`config.mk`:
```
export PLATFORM = sky130hd
export DESIGN_NAME = qam_tx_ctrl_flat
export DESIGN_NICKNAME = d
export VERILOG_FILES = /design/src/rtl/qam_tx_ctrl_if.sv /design/src/rtl/qam_tx_ctrl.sv /design/src/flat_wrapper.sv
export SDC_FILE = /design/constraint.sdc
export NUM_CORES = 1
export LEC_CHECK = 0
export ABC_AREA = 1
export CAP_MARGIN = 10
export CORE_ASPECT_RATIO = 1.5
export CORE_MARGIN = 2
export CORE_UTILIZATION = 33
export CTS_CLUSTER_DIAMETER = 100
export DETAILED_ROUTE_END_ITERATION = 6
export SLEW_MARGIN = 0
export SYNTH_ARGS = -nofsm -noshare
export SYNTH_HDL_FRONTEND = slang
export SYNTH_SLANG_ARGS = --single-unit
```
`constraint.sdc`:
```
create_clock -name clk -period 1.4 [get_ports clk]
set_clock_uncertainty 0.15 [all_clocks]
set_input_delay 0.21 -clock clk [delete_from_list [all_inputs] [get_ports clk]]
set_output_delay 0.21 -clock clk [all_outputs]
set_load 0.05 [all_outputs]
```
`src/rtl/qam_tx_ctrl_if.sv`:
```
// rtl/qam_tx_ctrl_if.sv - symbol, mixer and serial-link signal bundle for qam_tx_ctrl
interface qam_tx_ctrl_if #(
  parameter int SAMPLE_W = 8
);
  logic [1:0]          sym_in;
  logic                sym_valid;
  logic                sym_ready;
  logic [1:0]          sym_out;
  logic                mix_en;
  logic [SAMPLE_W-1:0] sample_in;
  logic                ser_bit;
  logic                ser_valid;
  logic                ser_last;

  modport master (
    output sym_in, sym_valid, sample_in,
    input  sym_ready, sym_out, mix_en, ser_bit, ser_valid, ser_last
  );

  modport slave (
    input  sym_in, sym_valid, sample_in,
    output sym_ready, sym_out, mix_en, ser_bit, ser_valid, ser_last
  );
endinterface

```
`src/rtl/qam_tx_ctrl.sv`:
```
// rtl/qam_tx_ctrl.sv - QAM tx sequencer: mix/symbol strobes, LSB-first framed serializer; optional QAM_TX_UNDERRUN_CNT_EN
module qam_tx_ctrl #(
  parameter int MIX_DIV  = 4,
  parameter int SYM_DIV  = 1000,
  parameter int SAMPLE_W = 8
) (
  input  logic         clk,
  input  logic         rst,
  input  logic         start,
  input  logic         stop,
  qam_tx_ctrl_if.slave bus,
  output logic         busy,
`ifdef QAM_TX_UNDERRUN_CNT_EN
  output logic [15:0]  underrun_cnt,
  output logic         underrun
`else
  output logic         underrun
`endif
);
  localparam int MIX_W = $clog2(MIX_DIV);
  localparam int SYM_W = $clog2(SYM_DIV);
  localparam int BIT_W = $clog2(SAMPLE_W);
  localparam logic [MIX_W-1:0] MIX_LAST = MIX_W'(MIX_DIV - 1);
  localparam logic [SYM_W-1:0] SYM_LAST = SYM_W'(SYM_DIV - 1);
  localparam logic [BIT_W-1:0] BIT_LAST = BIT_W'(SAMPLE_W - 1);

  typedef enum logic [1:0] {S_IDLE, S_RUN, S_DRAIN} state_t;

  state_t              state_q, state_d;
  logic [MIX_W-1:0]    mix_cnt_q, mix_cnt_d;
  logic [SYM_W-1:0]    sym_cnt_q, sym_cnt_d;
  logic [BIT_W-1:0]    bit_cnt_q, bit_cnt_d;
  logic [SAMPLE_W-1:0] shift_q, shift_d;
  logic [1:0]          sym_out_q, sym_out_d;
  logic                mix_en_q, mix_en_d;
  logic                ser_bit_q, ser_bit_d;
  logic                ser_valid_q, ser_valid_d;
  logic                ser_last_q, ser_last_d;
  logic                underrun_q, underrun_d;
  logic                emit;
  logic                ur_evt;
  logic                start_ok;
  logic                sym_ready;

  assign sym_ready = (state_q == S_RUN) && (sym_cnt_q == SYM_LAST);
  assign start_ok  = (state_q == S_IDLE) && start && !stop;

  always_comb begin
    state_d     = state_q;
    mix_cnt_d   = '0;
    sym_cnt_d   = '0;
    bit_cnt_d   = bit_cnt_q;
    shift_d     = shift_q;
    sym_out_d   = sym_out_q;
    mix_en_d    = 1'b0;
    ser_bit_d   = ser_bit_q;
    ser_valid_d = 1'b0;
    ser_last_d  = 1'b0;
    underrun_d  = underrun_q;
    emit        = 1'b0;
    ur_evt      = 1'b0;

    case (state_q)
      S_IDLE: begin
        bit_cnt_d = '0;
        if (start_ok) begin
          state_d    = S_RUN;
          underrun_d = 1'b0;
        end
      end
      S_RUN: begin
        // A stop cuts the strobes at this edge so none appear in the next cycle.
        if (!stop) begin
          mix_cnt_d = (mix_cnt_q == MIX_LAST) ? '0 : mix_cnt_q + 1'b1;
          sym_cnt_d = (sym_cnt_q == SYM_LAST) ? '0 : sym_cnt_q + 1'b1;
          mix_en_d  = (mix_cnt_q == MIX_LAST);
        end
        if (sym_ready) begin
          if (bus.sym_valid) begin
            sym_out_d = bus.sym_in;
          end else begin
            sym_out_d  = 2'b00;
            underrun_d = 1'b1;
            ur_evt     = 1'b1;
          end
        end
        if (stop && (bit_cnt_q == '0)) begin
          state_d = S_IDLE;
        end else begin
          emit = 1'b1;
          // Stopping on the last bit closes the frame now; nothing left to drain.
          if (stop) state_d = (bit_cnt_q == BIT_LAST) ? S_IDLE : S_DRAIN;
        end
      end
      S_DRAIN: begin
        emit = 1'b1;
        if (bit_cnt_q == BIT_LAST) state_d = S_IDLE;
      end
      default: state_d = S_IDLE;
    endcase

    if (emit) begin
      ser_valid_d = 1'b1;
      ser_last_d  = (bit_cnt_q == BIT_LAST);
      bit_cnt_d   = (bit_cnt_q == BIT_LAST) ? '0 : bit_cnt_q + 1'b1;
      if (bit_cnt_q == '0) begin
        ser_bit_d = bus.sample_in[0];
        shift_d   = bus.sample_in >> 1;
      end else begin
        ser_bit_d = shift_q[0];
        shift_d   = shift_q >> 1;
      end
    end
  end

  always_ff @(posedge clk) begin
    if (rst) begin
      state_q     <= S_IDLE;
      mix_cnt_q   <= '0;
      sym_cnt_q   <= '0;
      bit_cnt_q   <= '0;
      shift_q     <= '0;
      sym_out_q   <= 2'b00;
      mix_en_q    <= 1'b0;
      ser_bit_q   <= 1'b0;
      ser_valid_q <= 1'b0;
      ser_last_q  <= 1'b0;
      underrun_q  <= 1'b0;
    end else begin
      state_q     <= state_d;
      mix_cnt_q   <= mix_cnt_d;
      sym_cnt_q   <= sym_cnt_d;
      bit_cnt_q   <= bit_cnt_d;
      shift_q     <= shift_d;
      sym_out_q   <= sym_out_d;
      mix_en_q    <= mix_en_d;
      ser_bit_q   <= ser_bit_d;
      ser_valid_q <= ser_valid_d;
      ser_last_q  <= ser_last_d;
      underrun_q  <= underrun_d;
    end
  end

`ifdef QAM_TX_UNDERRUN_CNT_EN
  logic [15:0] ucnt_q, ucnt_d;

  always_comb begin
    ucnt_d = ucnt_q;
    if (start_ok) ucnt_d = '0;
    else if (ur_evt && (ucnt_q != 16'hFFFF)) ucnt_d = ucnt_q + 16'd1;
  end

  always_ff @(posedge clk) begin
    if (rst) ucnt_q <= '0;
    else     ucnt_q <= ucnt_d;
  end

  assign underrun_cnt = ucnt_q;
`endif

  assign bus.sym_ready = sym_ready;
  assign bus.sym_out   = sym_out_q;
  assign bus.mix_en    = mix_en_q;
  assign bus.ser_bit   = ser_bit_q;
  assign bus.ser_valid = ser_valid_q;
  assign bus.ser_last  = ser_last_q;
  assign busy          = (state_q != S_IDLE);
  assign underrun      = underrun_q;
endmodule
```
`src/flat_wrapper.sv`:
```
// flat-port wrapper written by rule: the top's interface ports become plain ports
module qam_tx_ctrl_flat 
#(
  parameter int MIX_DIV  = 4,
  parameter int SYM_DIV  = 1000,
  parameter int SAMPLE_W = 8
)
  (clk, rst, start, stop, busy, underrun, bus_sym_in, bus_sym_valid, bus_sample_in, bus_sym_ready, bus_sym_out, bus_mix_en, bus_ser_bit, bus_ser_valid, bus_ser_last);
  qam_tx_ctrl_if #(.SAMPLE_W(SAMPLE_W)) bus_i ();
  input  logic clk;
  input  logic rst;
  input  logic start;
  input  logic stop;
  output logic busy;
  output logic underrun;
  input wire logic [$bits(bus_i.sym_in)-1:0] bus_sym_in;
  input wire logic [$bits(bus_i.sym_valid)-1:0] bus_sym_valid;
  input wire logic [$bits(bus_i.sample_in)-1:0] bus_sample_in;
  output wire logic [$bits(bus_i.sym_ready)-1:0] bus_sym_ready;
  output wire logic [$bits(bus_i.sym_out)-1:0] bus_sym_out;
  output wire logic [$bits(bus_i.mix_en)-1:0] bus_mix_en;
  output wire logic [$bits(bus_i.ser_bit)-1:0] bus_ser_bit;
  output wire logic [$bits(bus_i.ser_valid)-1:0] bus_ser_valid;
  output wire logic [$bits(bus_i.ser_last)-1:0] bus_ser_last;
  assign bus_i.sym_in = bus_sym_in;
  assign bus_i.sym_valid = bus_sym_valid;
  assign bus_i.sample_in = bus_sample_in;
  assign bus_sym_ready = bus_i.sym_ready;
  assign bus_sym_out = bus_i.sym_out;
  assign bus_mix_en = bus_i.mix_en;
  assign bus_ser_bit = bus_i.ser_bit;
  assign bus_ser_valid = bus_i.ser_valid;
  assign bus_ser_last = bus_i.ser_last;
  qam_tx_ctrl #(.MIX_DIV(MIX_DIV), .SYM_DIV(SYM_DIV), .SAMPLE_W(SAMPLE_W)) u_core (.clk(clk), .rst(rst), .start(start), .stop(stop), .bus(bus_i), .busy(busy), .underrun(underrun));
endmodule
```
Yosys cells after proc, flatten, opt, wreduce, memory -nomap -nowiden

Index checks and enable logic that the tools add are counted.
W data, S select, Z words.

Register bits: 32
Bits of input ports: 15

Add/sub/neg operators: 3
Equality and inequality tests: 10
Mux-type cells: 19
Bitwise logic cells: 2
Reduce and logical (&&, ||, !) cells: 17

Operators with widths:

| cell                    | number |
|---|---|
| $mux W2                 | 6 |
| $add A10 B1 Y10 const B | 1 |
| $eq A10 B10 Y1 const B  | 1 |
| $mux W3                 | 3 |
| $reduce_or A4 Y1        | 2 |
| $mux W7                 | 1 |
| $mux W1                 | 6 |
| $pmux W2 S3             | 1 |
| $reduce_bool A2 Y1      | 3 |
| $eq A2 B2 Y1 const B    | 2 |
| $logic_and A1 B1 Y1     | 4 |
| $ne A2 B1 Y1 const B    | 2 |
| $ne A2 B2 Y1 const B    | 2 |
| $pmux W1 S2             | 2 |
| $reduce_and A4 Y1       | 1 |
| $add A3 B1 Y3 const B   | 1 |
| $eq A3 B3 Y1 const B    | 1 |
| $logic_not A3 Y1        | 1 |
| $ne A3 B3 Y1 const B    | 1 |
| $reduce_and A3 Y1       | 1 |
| $reduce_or A3 Y1        | 1 |
| $add A2 B1 Y2 const B   | 1 |
| $eq A2 B1 Y1 const B    | 1 |
| $logic_not A2 Y1        | 1 |
| other kinds (4)         | 5 |

Depth between registers and ports, before layout

Gate-level depths: netlist of the first run.

Depth after elaboration: 6
Mapped depth: 9
Gate-level depth less buffers: 9

Worst setup path after synthesis of the first run

OpenSTA, ideal clock, no wires.

Kind: flip-flop to output port
Start: register u_core.sym_cnt_q[0]
End: output bus_sym_ready
Data arrival time: 1230 ps
Data required time: 1040 ps
Slack: -190 ps
Stages on the path, launching flop included: 8
Buffers on the path: 0
Path through: dfxtp_1 ha_1 nand2_1 inv_1 nand3_2 nor2_4 nand2_2 inv_1

Longest elaborated chain between the ends: 2

RTL lines:

| item                     | line               | RTL |
|---|---|---|
| start: declaration       | qam_tx_ctrl.sv:31  | `logic [SYM_W-1:0] sym_cnt_q, sym_cnt_d;` |
| start signal: assignment | qam_tx_ctrl.sv:132 | `sym_cnt_q <= sym_cnt_d;` |
| $eq A10 B10 Y1           | qam_tx_ctrl.sv:45  | `assign sym_ready = (state_q == S_RUN) && (sym_cnt_q == SYM_LAST);` |
| $logic_and A1 B1 Y1      | qam_tx_ctrl.sv:45  |  |
| end: declaration         | flat_wrapper.sv:19 | `output wire logic [$bits(bus_i.sym_ready)-1:0] bus_sym_ready;` |

No other way between the ends.

Worst setup path in the final report of the first run

Start: register u_core.sym_cnt_q[1]
End: output bus_sym_ready

The elaborated chain is that of the path after synthesis.

==> out/metrics.cfg, run 1 <==
[run_status]
status=finished with violations
violations=negative setup slack

[pwr]
p_sw_share_pct=37.0
p_comb_share_pct=50.3
p_leak_nw=1.07
seqPwrFrac_pct=30.2
irDropWorstVdd_uv=677
p_clk_share_pct=19.5
power.total_mw=3.66
p_int_mw=2.31
p_per_area_nw_per_um2=1400
p_sw_mw=1.35

[setup_path]
cp_slowest_cell=dfxtp_4
crit_family=flip-flops
critPathMaxFanout=2
endpoint_kind=output port
critPathMaxStageDelay_ns=0.36
crit_arrival_ns=1.40
worstPathRequired_ns=1.04
r2r_cells=9
crit_buf_inv=3
critPathKind=register to output port
crit_cells=8
startpoint_type=register
cp_cell_sequence=ha_4 > nand2_4 > inv_4 > nand3_4 > nor2_4 > nand2_2 > clkinvlp_4 > buf_12

[cells_and_area]
syn2layout_area_growth_pct=73.4
antenna_cells=0
layout_common_cells=44 x nand2_1, 31 x buf_4, 29 x nor2_1, 24 x dfxtp_1, 15 x inv_1
n_fill_cell=374
multi_input_area_um2=1020
drive_above_1_share_pct=42.9
final_common_cell=nand2_1
regArea_um2=637
nNetsFinal=297

[synth]
synth_top_family_by_area=simple AND/OR/NAND/NOR gates
async_flop_share_pct=0
synth_xor_area_share_pct=1.74
yosys_warnings=0
syn_area_per_cell_um2=7.35
synth_mux_area_share_pct=0
synth_ff_type=dfxtp_1
synth_edf_count=0
yosysUniqueCellTypes=25
yosysSeqAreaShare_pct=41.2
yosys-top-cells-area=dfxtp_1 41%, nand2_1 12%, nor2_1 8.0%
synthAdderAreaFrac_pct=7.47
synth_compound_area_share_pct=9.88
yosysTopAreaCell=dfxtp_1
syn_area_um2=1510
synthSimpleGateAreaFrac_pct=31.3
synth_nets=229
syn_inst=205
synth_top_area_share_pct=41.2
ys_ff_latch=31

[placement]
gp_congestion=0.772
dp_hpwl_um=2340
numPortBuffers=23
pre_cts_ws_ns=-0.220

[grt]
grt_use_total_pct=15.7
grt_max_degree=16
grt_pass1_wl_um=6170
grt_antenna_before_repair=0
grt_overflow=0
grt_pass1_vias=1527

[routing]
drtAntennaViolNets=0
drtIter0Drc=73
wl_per_cell_um=12.2
wl_um=3910
num_vias=1507
vias_per_cell=4.69
drc=0
drt-pass1-iter-count=4

[clocking]
htree_levels=2
cts_hold_buffers=0
cts_tree=yes
clk_latency_ns=0.28
cts_root_buf=clkbuf_8
clkSlewWorstSetupHoldPaths_ns=0.07
cts_made_buffers=5
cts_buffer_depth=2
cts_sinks=31

[sta]
drv_slew=0
rsz0062_at_grt=true
hold_slack_ns=0.273
slew-limit-headroom_pct=82.1
worst_pin_slew_ns=0.266
setup_violations=23
clock.fmax_mhz=567
period_share_pct=126
worst_slack_ns=-0.364
hold_viol=0
min_period_ns=1.76

[floorplanning]
core_area_um2=4470
initial_utilization_pct=33.8
io-pin-count=24
die-area_um2=5140
die_h_um=86.8
die_w_um=59.2
rows=30

[worst_hold_path]
hold_depth=1
hold_path_class=register to register

[job]
cap_violations=0

[kinds of logic (layout without fill, tap and decap cells)]
| family | after synthesis | in the layout |
|---|---|---|
| compound gates | 25 | 26 |
| xor+xnor | 3 | 3 |
| fa+ha+maj | 9 | 9 |
| buf+inv | 30 | 97 |
| flops | 31 | 31 |
| simple gates | 107 | 107 |
[power by group through the flow]
stage	Sequential (mW)	Combinational [mW]	Clock, mW
2_1_floorplan	1.12	0.765	0
3_3_place_gp	1.09	1.25	0
3_5_place_dp	1.09	1.26	0
4_1_cts	1.11	1.70	0.728
5_1_grt	1.12	1.97	0.754
6_report	1.10	1.84	0.714
[cells in the mapped netlist, types with 4 or more instances]
cell / instances
a21oi_1: 9
dfxtp_1: 31
ha_1: 9
inv_1: 25
nand2_1: 48
nand2_2: 5
nand3_1: 11
nand4_1: 4
nor2_1: 32
o21ai_0: 8
o21ai_1: 4
[per-layer routing]
| layer | GRT usage, % | wire [um] |
|---|---|---|
| met4 | 7.44 | 114 |
| met3 | 3.73 | 96 |
| met2 | 29.8 | 2180 |
| met5 | 0 | 0 |
| met1 | 15.1 | 1510 |
[state kept, by name, summed over array words and instances, names as in the netlist, 2 cells and up]
name	count
u_core.sym_cnt_q	10
u_core.shift_q	7
u_core.bit_cnt_q	3
u_core.bus.sym_out	2
u_core.mix_cnt_q	2
u_core.state_q	2
[repair_timing]
action / in CTS / in global routing
resized for setup: 38 / 27
setup endpoints to repair: 28 / 30
setup buffers: 10 / 6
cloned: 2 / 0
pin swaps: 13 / 15
[worst reg2reg max path: stages (launching register included)]
cell,delay [ns]
dfxtp_4,0.36
inv_4,0.08
ha_4,0.20
nand2_4,0.09
nand2_4,0.09
nand2_4,0.07
buf_12,0.13
buf_12,0.13
a21oi_4,0.11
nor2_1,0.05
[layout make-up]
class,count,share of cell area [%]
Clock buffer,6,3.16
Timing Repair Buffer,63,26.4
Inverter,27,4.60
Tap cell,48,2.30
Clock inverter,1,0.191
Sequential cell,31,24.4
Multi-Input combinational cell,145,39.0
[final timing paths]
check | startpoint | endpoint | slack [ns]
max | u_core.sym_cnt_q[1]$_SDFF_PP0_ | bus_sym_ready | -0.36
min | u_core.mix_cnt_q[0]$_SDFF_PP0_ | u_core.mix_cnt_q[0]$_SDFF_PP0_ | 0.27
max reg2reg | u_core.state_q[1]$_SDFFE_PP0P_ | u_core.bit_cnt_q[0]$_SDFFE_PP0P_ | -0.17
min reg2reg | u_core.mix_cnt_q[0]$_SDFF_PP0_ | u_core.mix_cnt_q[0]$_SDFF_PP0_ | 0.27
[stage by stage]
stage / instances / area [um^2] / TNS (ns) / utilization, %
after floorplan: 205 / 1570 / -0.184 / -
after detailed placement: 299 / 2140 / -4.16 / 48.0
final: 321 / 2610 / -2.43 / 58.5
after CTS: 317 / 2490 / -1.68 / 55.7
after global routing: 321 / 2610 / -4.14 / 58.5
after global placement: 299 / 2140 / -3.83 / 48.0
No activity file was read; power rests on OpenSTA's default activity.
==> inputs of run 2 (changes only) <==
--- a/config.mk
+++ b/config.mk
@@ -12,6 +12,7 @@
 export CORE_UTILIZATION = 33
 export CTS_CLUSTER_DIAMETER = 100
 export DETAILED_ROUTE_END_ITERATION = 6
+export RECOVER_POWER = 50
 export SLEW_MARGIN = 0
 export SYNTH_ARGS = -nofsm -noshare
 export SYNTH_HDL_FRONTEND = slang
==> constraint.sdc (replaced) <==
create_clock -name clk -period 1.4 [get_ports clk]
set_clock_uncertainty 0.15 [all_clocks]
set_input_delay 0.28 -clock clk [delete_from_list [all_inputs] [get_ports clk]]
set_output_delay 0.28 -clock clk [all_outputs]
set_load 0.05 [all_outputs]
==> out/metrics.cfg, run 2 (same netlist as run 1, synthesis figures left out) <==
[run_status]
status=finished with violations  ; unchanged
violations=negative setup slack  ; unchanged

[routing]
wl_per_cell_um=12.1  ; was 12.2 um
drt-pass1-iter-count=4  ; unchanged
vias_per_cell=4.68  ; was 4.69
drtAntennaViolNets=0  ; unchanged
wl_um=4130  ; was 3910 um
drc=0  ; unchanged
num_vias=1595  ; was 1507
drtIter0Drc=61  ; was 73

[cells_and_area]
multi_input_area_um2=987  ; was 1020 um^2
largest_reg_flops=10  ; unchanged
fin_util_pct=60.3  ; was 58.5%
nNetsFinal=316  ; was 297
syn2layout_area_growth_pct=78.8  ; was 73.4%
n_fill_cell=372  ; was 374
drive_above_1_share_pct=45.4  ; was 42.9%
layout_common_cells=45 x buf_4, 44 x nand2_1, 26 x dfxtp_1, 21 x nor2_1, 20 x inv_1  ; was 44 x nand2_1, 31 x buf_4, 29 x nor2_1, 24 x dfxtp_1, 15 x inv_1
reg_top3=u_core.sym_cnt_q: 10 flops, u_core.shift_q: 7 flops, u_core.bit_cnt_q: 3 flops  ; unchanged
final_common_cell=buf_4  ; was nand2_1
top_register=u_core.sym_cnt_q  ; unchanged
antenna_cells=0  ; unchanged
regArea_um2=629  ; was 637 um^2

[clocking]
cts_root_buf=clkbuf_8  ; unchanged
cts_made_buffers=5  ; unchanged
cts_buffer_depth=2  ; unchanged
cts_tree=yes  ; unchanged
htree_levels=2  ; unchanged
clk_latency_ns=0.29  ; was 0.28 ns
cts_sinks=31  ; unchanged
cts_hold_buffers=0  ; unchanged
clkSlewWorstSetupHoldPaths_ns=0.06  ; was 0.07 ns

[setup_path]
cp_slowest_cell=dfxtp_2  ; was dfxtp_4
cp_cell_sequence=ha_4 > nand2_4 > inv_4 > nand3_4 > nor2_4 > nand2_2 > clkinvlp_4 > buf_12  ; unchanged
crit_buf_inv=3  ; unchanged
critPathMaxFanout=2  ; unchanged
startpoint_type=register  ; unchanged
endpoint_kind=output port  ; unchanged
crit_arrival_ns=1.37  ; was 1.40 ns
crit_family=flip-flops  ; unchanged
critPathKind=register to output port  ; unchanged
critPathMaxStageDelay_ns=0.35  ; was 0.36 ns
worstPathRequired_ns=0.97  ; was 1.04 ns

[placement]
pre_cts_ws_ns=-0.272  ; was -0.220 ns
gp_congestion=0.776  ; was 0.772
dp_hpwl_um=2460  ; was 2340 um
numPortBuffers=23  ; unchanged

[floorplanning]
die_h_um=86.8  ; unchanged
rows=30  ; unchanged
die_w_um=59.2  ; unchanged
io-pin-count=24  ; unchanged
core_area_um2=4470  ; unchanged
die-area_um2=5140  ; unchanged
initial_utilization_pct=33.8  ; unchanged

[sta]
hold_viol=0  ; unchanged
drv_slew=0  ; unchanged
clock.fmax_mhz=555  ; was 567 MHz
period_share_pct=129  ; was 126%
setup_violations=29  ; was 23
min_period_ns=1.80  ; was 1.76 ns
rsz0062_at_grt=true  ; unchanged
worst_pin_slew_ns=0.278  ; was 0.266 ns
slew-limit-headroom_pct=81.6  ; was 82.1%
worst_slack_ns=-0.401  ; was -0.364 ns
hold_slack_ns=0.267  ; was 0.273 ns

[grt]
grt_pass1_vias=1532  ; was 1527
grt_use_total_pct=16.2  ; was 15.7%
grt_overflow=0  ; unchanged
grt_antenna_before_repair=0  ; unchanged
grt_max_degree=10  ; was 16
grt_pass1_wl_um=6320  ; was 6170 um

[worst_hold_path]
hold_path_class=register to register  ; unchanged

[pwr]
p_per_area_nw_per_um2=1400  ; about the same
irDropWorstVdd_uv=511  ; was 677 uV
p_leak_nw=1.17  ; was 1.07 nW

[job]
cap_violations=0  ; unchanged

[run 2: routing by layer]
| layer | GRT usage (%) | part of all wire [%] |
|---|---|---|
| met3 | 3.73 | 3.2 |
| met1 | 15.2 | 38 |
| met5 | 0 | 0 |
| met4 | 9.92 | 3.1 |
| met2 | 30.1 | 56 |
[run 2: what timing repair did]
item,4_1_cts,5_1_grt
gates cloned,2,0
buffers inserted,22,8
endpoints found under the setup margin,30,30
pin swaps,17,20
gates resized for setup,31,35
[run 2: worst register-to-register path, stage by stage (launching register included)]
cell     delay, ns
dfxtp_2       0.35
ha_4          0.15
nand2_4       0.05
inv_4         0.07
nand3_4       0.07
buf_4         0.14
buf_6         0.10
buf_6         0.10
o21ai_4       0.16
buf_6         0.13
buf_12        0.10
a21oi_1       0.04
[run 2: cell type report]
cell class	instances	share of cell area, %
clock inverters	1	0.186
inverters	27	4.41
flip-flops and latches	31	23.4
multi-input cells	144	36.6
repair buffers	83	30.4
well taps	48	2.23
clock buffers	7	2.83
[run 2: final timing paths]
kind	start	to	slack (ns)	depth (start not counted)
max	u_core.sym_cnt_q[1]$_SDFF_PP0_	bus_sym_ready	-0.40	8
min reg2reg	u_core.mix_cnt_q[0]$_SDFF_PP0_	u_core.mix_cnt_q[0]$_SDFF_PP0_	0.27	1
max reg2reg	u_core.sym_cnt_q[1]$_SDFF_PP0_	u_core.sym_cnt_q[8]$_SDFF_PP0_	-0.32	11
min	u_core.mix_cnt_q[0]$_SDFF_PP0_	u_core.mix_cnt_q[0]$_SDFF_PP0_	0.27	1
[run 2: where the power goes]
part | total, mW | internal [mW] | switching [mW]
Sequential | 1.12 | 1.01 | 0.109
Combinational | 1.98 | 1.02 | 0.957
Clock | 0.683 | 0.348 | 0.335
Total | 3.78 | 2.38 | 1.40
[run 2: metrics by stage]
step | instances | setup TNS, ns | cell area (um^2) | total power, mW
after global routing | 341 | -7.47 | 2700 | 3.98
after global placement | 307 | -5.85 | 2190 | 2.35
after detailed placement | 307 | -6.50 | 2190 | 2.36
final | 341 | -5.74 | 2700 | 3.78
after CTS | 335 | -5.60 | 2600 | 3.48
after floorplan | 205 | -0.254 | 1570 | 1.89
==> inputs of run 3 (changes only) <==
--- a/config.mk
+++ b/config.mk
@@ -17,3 +17,4 @@
 export SYNTH_ARGS = -nofsm -noshare
 export SYNTH_HDL_FRONTEND = slang
 export SYNTH_SLANG_ARGS = --single-unit
+export TNS_END_PERCENT = 1
==> out/metrics.cfg, run 3 (same netlist as run 1, synthesis figures left out) <==
[floorplanning]
core_area_um2=4470  ; unchanged
die-area_um2=5140  ; unchanged
die_w_um=59.2  ; unchanged
rows=30  ; unchanged
initial_utilization_pct=33.8  ; unchanged
die_h_um=86.8  ; unchanged
io-pin-count=24  ; unchanged

[setup_path]
crit_path_start=u_core.sym_cnt_q[0]$_SDFF_PP0_  ; was u_core.sym_cnt_q[1]$_SDFF_PP0_
critPathKind=register to output port  ; unchanged
critPathMaxFanout=2  ; unchanged
worstPathRequired_ns=0.97  ; about the same
endpoint_kind=output port  ; unchanged
startpoint_type=register  ; unchanged
r2r_cells=13  ; was 11
r2r_start=u_core.sym_cnt_q[0]$_SDFF_PP0_  ; was u_core.sym_cnt_q[1]$_SDFF_PP0_
rr_endpoint=u_core.bus.sym_out[0]$_SDFFE_PP0P_  ; was u_core.sym_cnt_q[8]$_SDFF_PP0_
crit_arrival_ns=1.37  ; about the same
r2r_slack_ns=-0.30  ; was -0.32 ns

[routing]
drtAntennaViolNets=0  ; unchanged
vias_per_cell=4.52  ; was 4.68
drtIter0Drc=51  ; was 61
num_vias=1441  ; was 1595
drc=0  ; unchanged
wl_per_cell_um=10.2  ; was 12.1 um
drt-pass1-iter-count=4  ; unchanged
wl_um=3250  ; was 4130 um

[placement]
dp_hpwl_um=2380  ; was 2460 um
numPortBuffers=23  ; unchanged
gp_congestion=0.803  ; was 0.776

[pwr]
power.total_mw=3.20  ; was 3.78 mW
irDropWorstVdd_uv=578  ; was 511 uV
p_leak_nw=1.01  ; was 1.17 nW
p_per_area_nw_per_um2=1390  ; was 1400 nW/um^2

[cells_and_area]
top_register=u_core.sym_cnt_q  ; unchanged
largest_reg_flops=10  ; unchanged
layout_common_cells=47 x nand2_1, 38 x buf_4, 31 x nor2_1, 28 x dfxtp_1, 22 x inv_1  ; was 45 x buf_4, 44 x nand2_1, 26 x dfxtp_1, 21 x nor2_1, 20 x inv_1
antenna_cells=0  ; unchanged
nNetsFinal=294  ; was 316
final_common_cell=nand2_1  ; was buf_4
reg_top3=u_core.sym_cnt_q: 10 flops, u_core.shift_q: 7 flops, u_core.bit_cnt_q: 3 flops  ; unchanged
syn2layout_area_growth_pct=52.5  ; was 78.8%
drive_above_1_share_pct=30.6  ; was 45.4%
fin_util_pct=51.5  ; was 60.3%

[clocking]
cts_root_buf=clkbuf_8  ; unchanged
cts_buffer_depth=2  ; unchanged
cts_sinks=31  ; unchanged
htree_levels=2  ; unchanged
cts_made_buffers=5  ; unchanged
clk_latency_ns=0.28  ; was 0.29 ns
clkSlewWorstSetupHoldPaths_ns=0.06  ; about the same
cts_tree=yes  ; unchanged

[sta]
clock.fmax_mhz=554  ; was 555 MHz
rsz0062_at_grt=true  ; unchanged
worst_slack_ns=-0.404  ; was -0.401 ns
setup_violations=29  ; unchanged
min_period_ns=1.80  ; about the same
drv_slew=0  ; unchanged
worst_pin_slew_ns=0.313  ; was 0.278 ns
hold_slack_ns=0.273  ; was 0.267 ns
fin_tns_setup_ns=-4.34  ; was -5.74 ns
hold_viol=0  ; unchanged
slew-limit-headroom_pct=79.1  ; was 81.6%
period_share_pct=129  ; about the same

[grt]
grt_pass1_vias=1395  ; was 1532
grt_use_total_pct=14.2  ; was 16.2%
grt_pass1_wl_um=5520  ; was 6320 um
grt_max_degree=13  ; was 10
grt_antenna_before_repair=0  ; unchanged
grt_overflow=0  ; unchanged

[worst_hold_path]
hold_depth=1  ; unchanged
min_from=u_core.mix_cnt_q[0]$_SDFF_PP0_  ; unchanged
min_to=u_core.mix_cnt_q[0]$_SDFF_PP0_  ; unchanged
hold_path_class=register to register  ; unchanged

[job]
cap_violations=0  ; unchanged

[run_status]
status=finished with violations  ; unchanged
violations=negative setup slack  ; unchanged

run 3: cell count changes in the layout (fill, tap and decap cells not counted), sizes merged:
cell,before,now
buf,65,44
clkbuf,11,9
bufinv,0,1
clkinv,2,1
inv,24,26
clkinvlp,2,1
run 3: routing by layer:
| metal | up-vias | wire length [um] | track usage (%) |
|---|---|---|---|
| met2 | 29 | 1750 | 26.0 |
| met3 | 6 | 115 | 3.13 |
| met1 | 635 | 1310 | 14.1 |
| met4 | 0 | 74 | 8.06 |
| li1 | 771 | - | - |
| met5 | - | 0 | 0 |
run 3: worst max-delay path: stages (launching register included):
cell and delay (ns):
dfxtp_2 0.35, ha_4 0.15, nand2_4 0.05, inv_4 0.06, nand3_4 0.06, nor2_4 0.11
nand2_2 0.09, clkinvlp_4 0.08, buf_12 0.13
run 3: where the power goes:
part	internal, mW	total [mW]	switching (mW)
Combinational	0.537	1.21	0.678
Sequential	1.00	1.07	0.0680
Clock	0.575	0.909	0.334
run 3: repair_timing:
item,4_1_cts,5_1_grt
setup buffers,7,0
gates resized for setup,6,8
pin swaps,3,0
setup endpoints to repair,32,33
hold endpoints to repair,0,0
hold buffers,0,0
run 3: how the worst max path moves through the flow:
stage | slack, ns | depth (start not counted) | end
6_report | -0.40 | 8 | bus_sym_ready
2_1_floorplan | -0.11 | 7 | bus_sym_ready
3_5_place_dp | -0.31 | 8 | u_core.bit_cnt_q[1]$_SDFFE_PP0P_
4_1_cts | -0.43 | 8 | bus_sym_ready
3_3_place_gp | -0.29 | 8 | u_core.bit_cnt_q[1]$_SDFFE_PP0P_
5_1_grt | -0.50 | 8 | bus_sym_ready
run 3: cell type report:
type	instances	area (um^2)
clock buffer	6	82.6
clock inverter	2	35.0
fill	433	2170
inverter	27	108
multi-input combinational	144	830
sequential	31	624
tap	48	60.1
timing repair buffer	61	561
run 3: per-stage QoR:
stage | worst slack (ns) | cells | area (um^2)
2_1_floorplan | -0.106 | 205 | 1540
3_3_place_gp | -0.294 | 304 | 2120
3_5_place_dp | -0.312 | 304 | 2120
4_1_cts | -0.427 | 319 | 2310
5_1_grt | -0.497 | 319 | 2300
6_report | -0.404 | 319 | 2300
